$ cat src/rtl/common_pkg.sv
// Shared types for the systolic array datapath.
//   SYS_ARRAY_SIZE : largest number of lanes any array instance may have
//   data_t         : one operand element as it travels through the array
package common_pkg;
  localparam int SYS_ARRAY_SIZE = 4;
  localparam int DATA_W         = 8;

  typedef logic [DATA_W-1:0] data_t;
endpackage

$ cat src/rtl/feed_array_if.sv
// Row handshake between the operand memory path and feed_array.
//   row_valid_i : a row is offered on row_data_i
//   row_data_i  : one full matrix row, lane 0 = element 0
//   row_last_i  : the offered row closes the matrix (qualified by row_valid_i)
//   row_ready_o : feed_array takes a row this cycle
//
// Handshake: a row transfers on a rising clock edge where row_valid_i and
// row_ready_o are both high. While row_valid_i is high and row_ready_o is low
// the master holds row_data_i and row_last_i stable. row_ready_o never
// depends on row_valid_i, so the master may wait for ready before raising valid.
// Signal suffixes are seen from feed_array, which owns the slave modport.
interface feed_array_if #(
  parameter int SIZE = common_pkg::SYS_ARRAY_SIZE
);
  logic                              row_valid_i;
  common_pkg::data_t [SIZE-1:0]      row_data_i;
  logic                              row_last_i;
  logic                              row_ready_o;

  modport master (
    output row_valid_i,
    output row_data_i,
    output row_last_i,
    input  row_ready_o
  );

  modport slave (
    input  row_valid_i,
    input  row_data_i,
    input  row_last_i,
    output row_ready_o
  );
endinterface

$ cat src/rtl/feed_array.sv
// feed_array: turns one full matrix row per handshake into a diagonal
// wavefront for the systolic array. Lane k is delayed by k extra cycles so
// element k of a row reaches the array k cycles after element 0. done_o pulses
// when the last row's final element (lane SIZE-1) is on array_data_o.
//
// Ports:
//   clk_i          clock
//   rst_i          synchronous, active-high reset
//   en_i           array advance enable; 0 freezes every register
//   row_if         feed_array_if.slave row handshake (valid/ready/data/last)
//   array_data_o   skewed lane data into the array
//   array_valid_o  per-lane element valid
//   busy_o         FSM is not IDLE
//   done_o         one-cycle pulse aligned with the last element on lane SIZE-1
//   dbg_state_o    current FSM state (IDLE=0, STREAM=1, FLUSH=2)
//
// Build option FEED_ZERO_FILL_EN: when defined, bubbles carry data 0 so that
// array_data_o is 0 whenever its valid is 0. When undefined, bubbles only
// clear valid and lane data keeps its previous value.
module feed_array #(
  parameter int SIZE = common_pkg::SYS_ARRAY_SIZE
) (
  input  logic                         clk_i,
  input  logic                         rst_i,
  input  logic                         en_i,
  feed_array_if.slave                  row_if,
  output common_pkg::data_t [SIZE-1:0] array_data_o,
  output logic [SIZE-1:0]              array_valid_o,
  output logic                         busy_o,
  output logic                         done_o,
  output logic [1:0]                   dbg_state_o
);
  import common_pkg::*;

  localparam int CW = $clog2(SIZE) + 1;

  localparam logic [1:0] ST_IDLE   = 2'd0;
  localparam logic [1:0] ST_STREAM = 2'd1;
  localparam logic [1:0] ST_FLUSH  = 2'd2;

  logic [1:0]    state_q, state_d;
  logic [CW-1:0] cnt_q, cnt_d;
  logic          done_q, done_d;
  logic          accept;

  // Ready depends only on enable and registered state, never on valid.
  assign row_if.row_ready_o = en_i && (state_q != ST_FLUSH);
  assign accept             = row_if.row_valid_i && row_if.row_ready_o;

  // ---------------------------------------------------------------------------
  // Skew delay lines: lane k has k+1 stages; the output is the last stage.
  // ---------------------------------------------------------------------------
  for (genvar k = 0; k < SIZE; k++) begin : g_lane
    logic [k:0] vld_q;
    data_t      dat_q [k+1];

    always_ff @(posedge clk_i) begin
      if (rst_i) begin
        vld_q <= '0;
        for (int s = 0; s <= k; s++) begin
          dat_q[s] <= '0;
        end
      end else if (en_i) begin
        vld_q[0] <= accept;
        if (accept) begin
          dat_q[0] <= row_if.row_data_i[k];
        end
`ifdef FEED_ZERO_FILL_EN
        else begin
          dat_q[0] <= '0;
        end
`endif
        for (int s = 1; s <= k; s++) begin
          vld_q[s] <= vld_q[s-1];
          dat_q[s] <= dat_q[s-1];
        end
      end
    end

    assign array_valid_o[k] = vld_q[k];
    assign array_data_o[k]  = dat_q[k];
  end

  // ---------------------------------------------------------------------------
  // Control FSM. FLUSH counts down the SIZE-1 cycles the last row needs to
  // reach lane SIZE-1 after it entered lane 0, so done lines up with it.
  // ---------------------------------------------------------------------------
  always_comb begin
    state_d = state_q;
    cnt_d   = cnt_q;
    done_d  = done_q;   // held while en_i is low
    if (en_i) begin
      done_d = 1'b0;
      case (state_q)
        ST_IDLE, ST_STREAM: begin
          if (accept) begin
            if (row_if.row_last_i) begin
              if (SIZE == 1) begin
                state_d = ST_IDLE;
                done_d  = 1'b1;
              end else begin
                state_d = ST_FLUSH;
                cnt_d   = CW'(SIZE - 1);
              end
            end else begin
              state_d = ST_STREAM;
            end
          end
        end
        ST_FLUSH: begin
          cnt_d = cnt_q - CW'(1);
          if (cnt_q == CW'(1)) begin
            state_d = ST_IDLE;
            done_d  = 1'b1;
          end
        end
        default: begin
          state_d = ST_IDLE;
          cnt_d   = '0;
        end
      endcase
    end
  end

  always_ff @(posedge clk_i) begin
    if (rst_i) begin
      state_q <= ST_IDLE;
      cnt_q   <= '0;
      done_q  <= 1'b0;
    end else begin
      state_q <= state_d;
      cnt_q   <= cnt_d;
      done_q  <= done_d;
    end
  end

  assign busy_o      = (state_q != ST_IDLE);
  assign done_o      = done_q;
  assign dbg_state_o = state_q;

endmodule

$ cat src/flat_wrapper.sv
// flat-port wrapper written by rule: the top's interface ports become plain ports
module feed_array_flat import common_pkg::*;
#(
  parameter int SIZE = common_pkg::SYS_ARRAY_SIZE
)
  (clk_i, rst_i, en_i, array_data_o, array_valid_o, busy_o, done_o, dbg_state_o, row_if_row_valid_i, row_if_row_data_i, row_if_row_last_i, row_if_row_ready_o);
  feed_array_if #(.SIZE(SIZE)) row_if_i ();
  input  logic clk_i;
  input  logic rst_i;
  input  logic en_i;
  output common_pkg::data_t [SIZE-1:0] array_data_o;
  output logic [SIZE-1:0] array_valid_o;
  output logic busy_o;
  output logic done_o;
  output logic [1:0] dbg_state_o;
  input wire logic [$bits(row_if_i.row_valid_i)-1:0] row_if_row_valid_i;
  input wire logic [$bits(row_if_i.row_data_i)-1:0] row_if_row_data_i;
  input wire logic [$bits(row_if_i.row_last_i)-1:0] row_if_row_last_i;
  output wire logic [$bits(row_if_i.row_ready_o)-1:0] row_if_row_ready_o;
  assign row_if_i.row_valid_i = row_if_row_valid_i;
  assign row_if_i.row_data_i = row_if_row_data_i;
  assign row_if_i.row_last_i = row_if_row_last_i;
  assign row_if_row_ready_o = row_if_i.row_ready_o;
  feed_array #(.SIZE(SIZE)) u_core (.clk_i(clk_i), .rst_i(rst_i), .en_i(en_i), .row_if(row_if_i), .array_data_o(array_data_o), .array_valid_o(array_valid_o), .busy_o(busy_o), .done_o(done_o), .dbg_state_o(dbg_state_o));
endmodule
$ cat config.mk
export PLATFORM = sky130hd
export DESIGN_NAME = feed_array_flat
export DESIGN_NICKNAME = d
export VERILOG_FILES = /design/src/rtl/common_pkg.sv /design/src/rtl/feed_array_if.sv /design/src/rtl/feed_array.sv /design/src/flat_wrapper.sv
export SDC_FILE = /design/constraint.sdc
export NUM_CORES = 1
export LEC_CHECK = 0
export CAP_MARGIN = 20
export CORE_MARGIN = 2
export CORE_UTILIZATION = 54
export DETAILED_ROUTE_END_ITERATION = 7
export PLACE_DENSITY = 0.94
export SKIP_LAST_GASP = 1
export SYNTH_ARGS = -nofsm -noshare
export SYNTH_HDL_FRONTEND = slang
export SYNTH_SLANG_ARGS = --single-unit
export TNS_END_PERCENT = 20
$ cat constraint.sdc
create_clock -name clk_i -period 5.6 [get_ports clk_i]
set_input_delay 1.12 -clock clk_i [delete_from_list [all_inputs] [get_ports clk_i]]
set_output_delay 1.12 -clock clk_i [all_outputs]
set_load 0.02 [all_outputs]
==> reports/metrics.yaml <==
cts:
  cts_resized: 0
  post_cts_buffers: 0
  holdBufCountCts: 0
  cts.sinks: 90
  ctsRootBufferMaster: "clkbuf_8"
  clk_pin_slew_ns: 0.08
  cts_tree: "built"
  htreeDepth: 3
  cts_made_buffers: 9
  cts_buffer_depth: 2
  clkLatencyLatePin_ns: 0.35
placed_design:
  portBuffers: 77
  gp_congestion: 0.741
  pre_cts_ws_ns: 1.80
  dpl.hpwl_microns: 3800
synth:
  synthAdderAreaFrac: 0.00698
  synth_top_family_by_area: "simple AND/OR/NAND/NOR gates"
  ys_seq_elements: 90
  synth-compound-area-share: 0.0317
  synth-simple-area-share: 0.165
  synth_nets: 285
  synth_area_sq_mm: 0.00359
  synthMuxAreaShare: 0.00837
  ys_top_cells_by_count: "edfxtp_1, and3_1, buf_4"
  synth.avg_cell_area_sq_um: 14.6
  synth-xor-area-share: 0
  yosysUniqueCellTypes: 28
  netlist_instances: 246
  yosys.cell_count.top_type: "edfxtp_1"
  yosysTopAreaCellShare: 0.670
  async_reset_ff_frac: 0
  yosys.area.top_type: "edfxtp_1"
  yosys_warnings: 0
  synth_area_leaders: "edfxtp_1, and3_1, dfxtp_1"
  seq_area_frac_synth: 0.725
  ys.flop_type: "edfxtp_1"
  synth_edf_count: 80
timing:
  fmax_ghz: 0.262
  fin_crit_sh: 0.682
  rsz0062_at_grt: "no"
  worst_slew_pin_slew_ns: 0.543
  setup_tns_ns: 0
  final_hold_viol_count: 0
  slew_headroom: 0.638
  finalSetupViolCount: 0
  clock_skew_ns: 0.00377
  period_needed_ns: 3.82
  slew_violations: 0
  worst_slack_ns: 1.78
route:
  num_vias: 2082
  drc: 0
  routed_wl_microns: 6020
  route.detailed.wl_per_inst_microns: 15.6
  postRouteAntennaNets: 0
  initialDrtViolationCount: 121
  routed_via_density: 5.38
  drt_first_pass_iters: 4
setup_path:
  crit_required_ns: 4.48
  critPathKind: "input port to output pin"
  r2r_cells: 3
  start_kind: "input port"
  arrival_ns: 2.70
  critPathCaptureType: "output pin"
  critPathMaxFanout: 75
worst_hold_path:
  hold_depth: 2
  hp-class: "flip-flop to flip-flop"
grt:
  antenna_found_initial: 0
  grt_pass1_vias: 1988
  grtUsageTotal: 0.170
  grt_pass1_wl_microns: 9430
  grt_max_degree: 76
  grt_overflow: 0
power_and_ir_drop:
  p_sw_w: 0.000308
  combPwrFrac: 0.094
  p_per_area_mw_per_mm2: 327
  internal_power_w: 0.00119
  p_leak_nw: 1.94
  seq_power_share: 0.527
  clkPwrFrac: 0.379
  ir_drop_mv: 0.235
  sw_frac_of_total: 0.207
  finalPower_w: 0.00149
floorplan:
  io_pins: 78
  core-area_sq_mm: 0.00639
  dieArea_sq_mm: 0.00731
  initial_core_util: 0.562
  die_height_microns: 85.5
  row_count: 29
  dieWidth_microns: 85.5
run_status:
  status: "complete, no violations"
cells_and_area:
  antennaDiodeCount: 0
  area_delta_synth_final_pct: 27.2
  nets: 344
  drive_gt1_frac: 0.0806
job:
  max-cap-violations: 0
## power by group through the flow
stage          registers [W]  logic (W)  clock network, W
6_report            0.000787   0.000140          0.000566
5_1_grt             0.000792   0.000151          0.000601
4_1_cts             0.000788   0.000140          0.000572
3_5_place_dp        0.000803   0.000139                 0
3_3_place_gp        0.000800   0.000134                 0
2_1_floorplan       0.000811  0.0000679                 0
## routing by layer
| metal | GRT usage | up-vias | wire [microns] |
|---|---|---|---|
| met3 | 0.0626 | 8 | 434 |
| met1 | 0.210 | 993 | 2440 |
| met5 | 0 | - | 0 |
| met4 | 0.0577 | 0 | 76 |
| met2 | 0.279 | 73 | 3080 |
| li1 | - | 1008 | - |
## through the flow
| stage | cells | util | hold slack (ns) | area [sq um] |
|---|---|---|---|---|
| after global routing | 387 | 0.715 | 0.526 | 4560 |
| after CTS | 386 | 0.711 | 0.499 | 4540 |
| after detailed placement | 370 | 0.670 | 0.482 | 4280 |
| after global placement | 370 | 0.670 | 0.476 | 4280 |
| final | 387 | 0.715 | 0.491 | 4560 |
| after floorplan | 246 | - | 0.472 | 3590 |
## registers in the layout, summed over array words and instances (netlist names)
| name | flops |
|---|---|
| u_core.g_lane.dat_q | 80 |
| u_core.g_lane.vld_q | 4 |
| u_core.cnt_q | 3 |
| u_core.dbg_state_o | 2 |
| u_core.done_o | 1 |
## worst max-delay path: stages
cell,delay (ns)
buf_2,0.08
buf_4,0.45
inv_1,0.26
nor2_1,0.16
clkdlybuf4s50_1,0.63
## cells by family after synthesis
| logic type | Yosys count |
|---|---|
| mux | 3 |
| compound gates | 16 |
| fa+ha+maj | 2 |
| buf+inv | 40 |
| simple gates | 95 |
| flops | 90 |
## cell usage in the layout (no fill, tap or decap), types with 2 or more instances in the layout
cell and n:
a21oi_1 2, a31oi_1 2, and2_1 16, and3_1 64
buf_4 4, bufinv_16 4, clkbuf_8 9, clkdlybuf4s50_1 76
dfxtp_1 10, edfxtp_1 80, ha_1 2, inv_1 6
mux2i_1 3, nand2_1 2, nand4_1 2, nor2_1 6
o211a_1 2, o211ai_1 2, o21ai_1 2
## worst paths after layout
kind | slack [ns] | from | end
max | 1.78 | en_i | row_if_row_ready_o
min | 0.49 | u_core.done_o | u_core.done_o
max reg2reg | 4.15 | u_core.dbg_state_o[1] | u_core.g_lane[0].dat_q[0][7]
min reg2reg | 0.49 | u_core.done_o | u_core.done_o
## area by class of cell
| class | count | area (sq um) |
|---|---|---|
| Inverter | 6 | 22.5 |
| Sequential cell | 90 | 2600 |
| Timing Repair Buffer | 82 | 816 |
| Multi-Input combinational cell | 116 | 762 |
| Fill cell | 409 | 1820 |
| Clock inverter | 7 | 140 |
| Clock buffer | 9 | 124 |
| Tap cell | 77 | 96.3 |
Note: power is estimated with default switching activity, not from simulation.
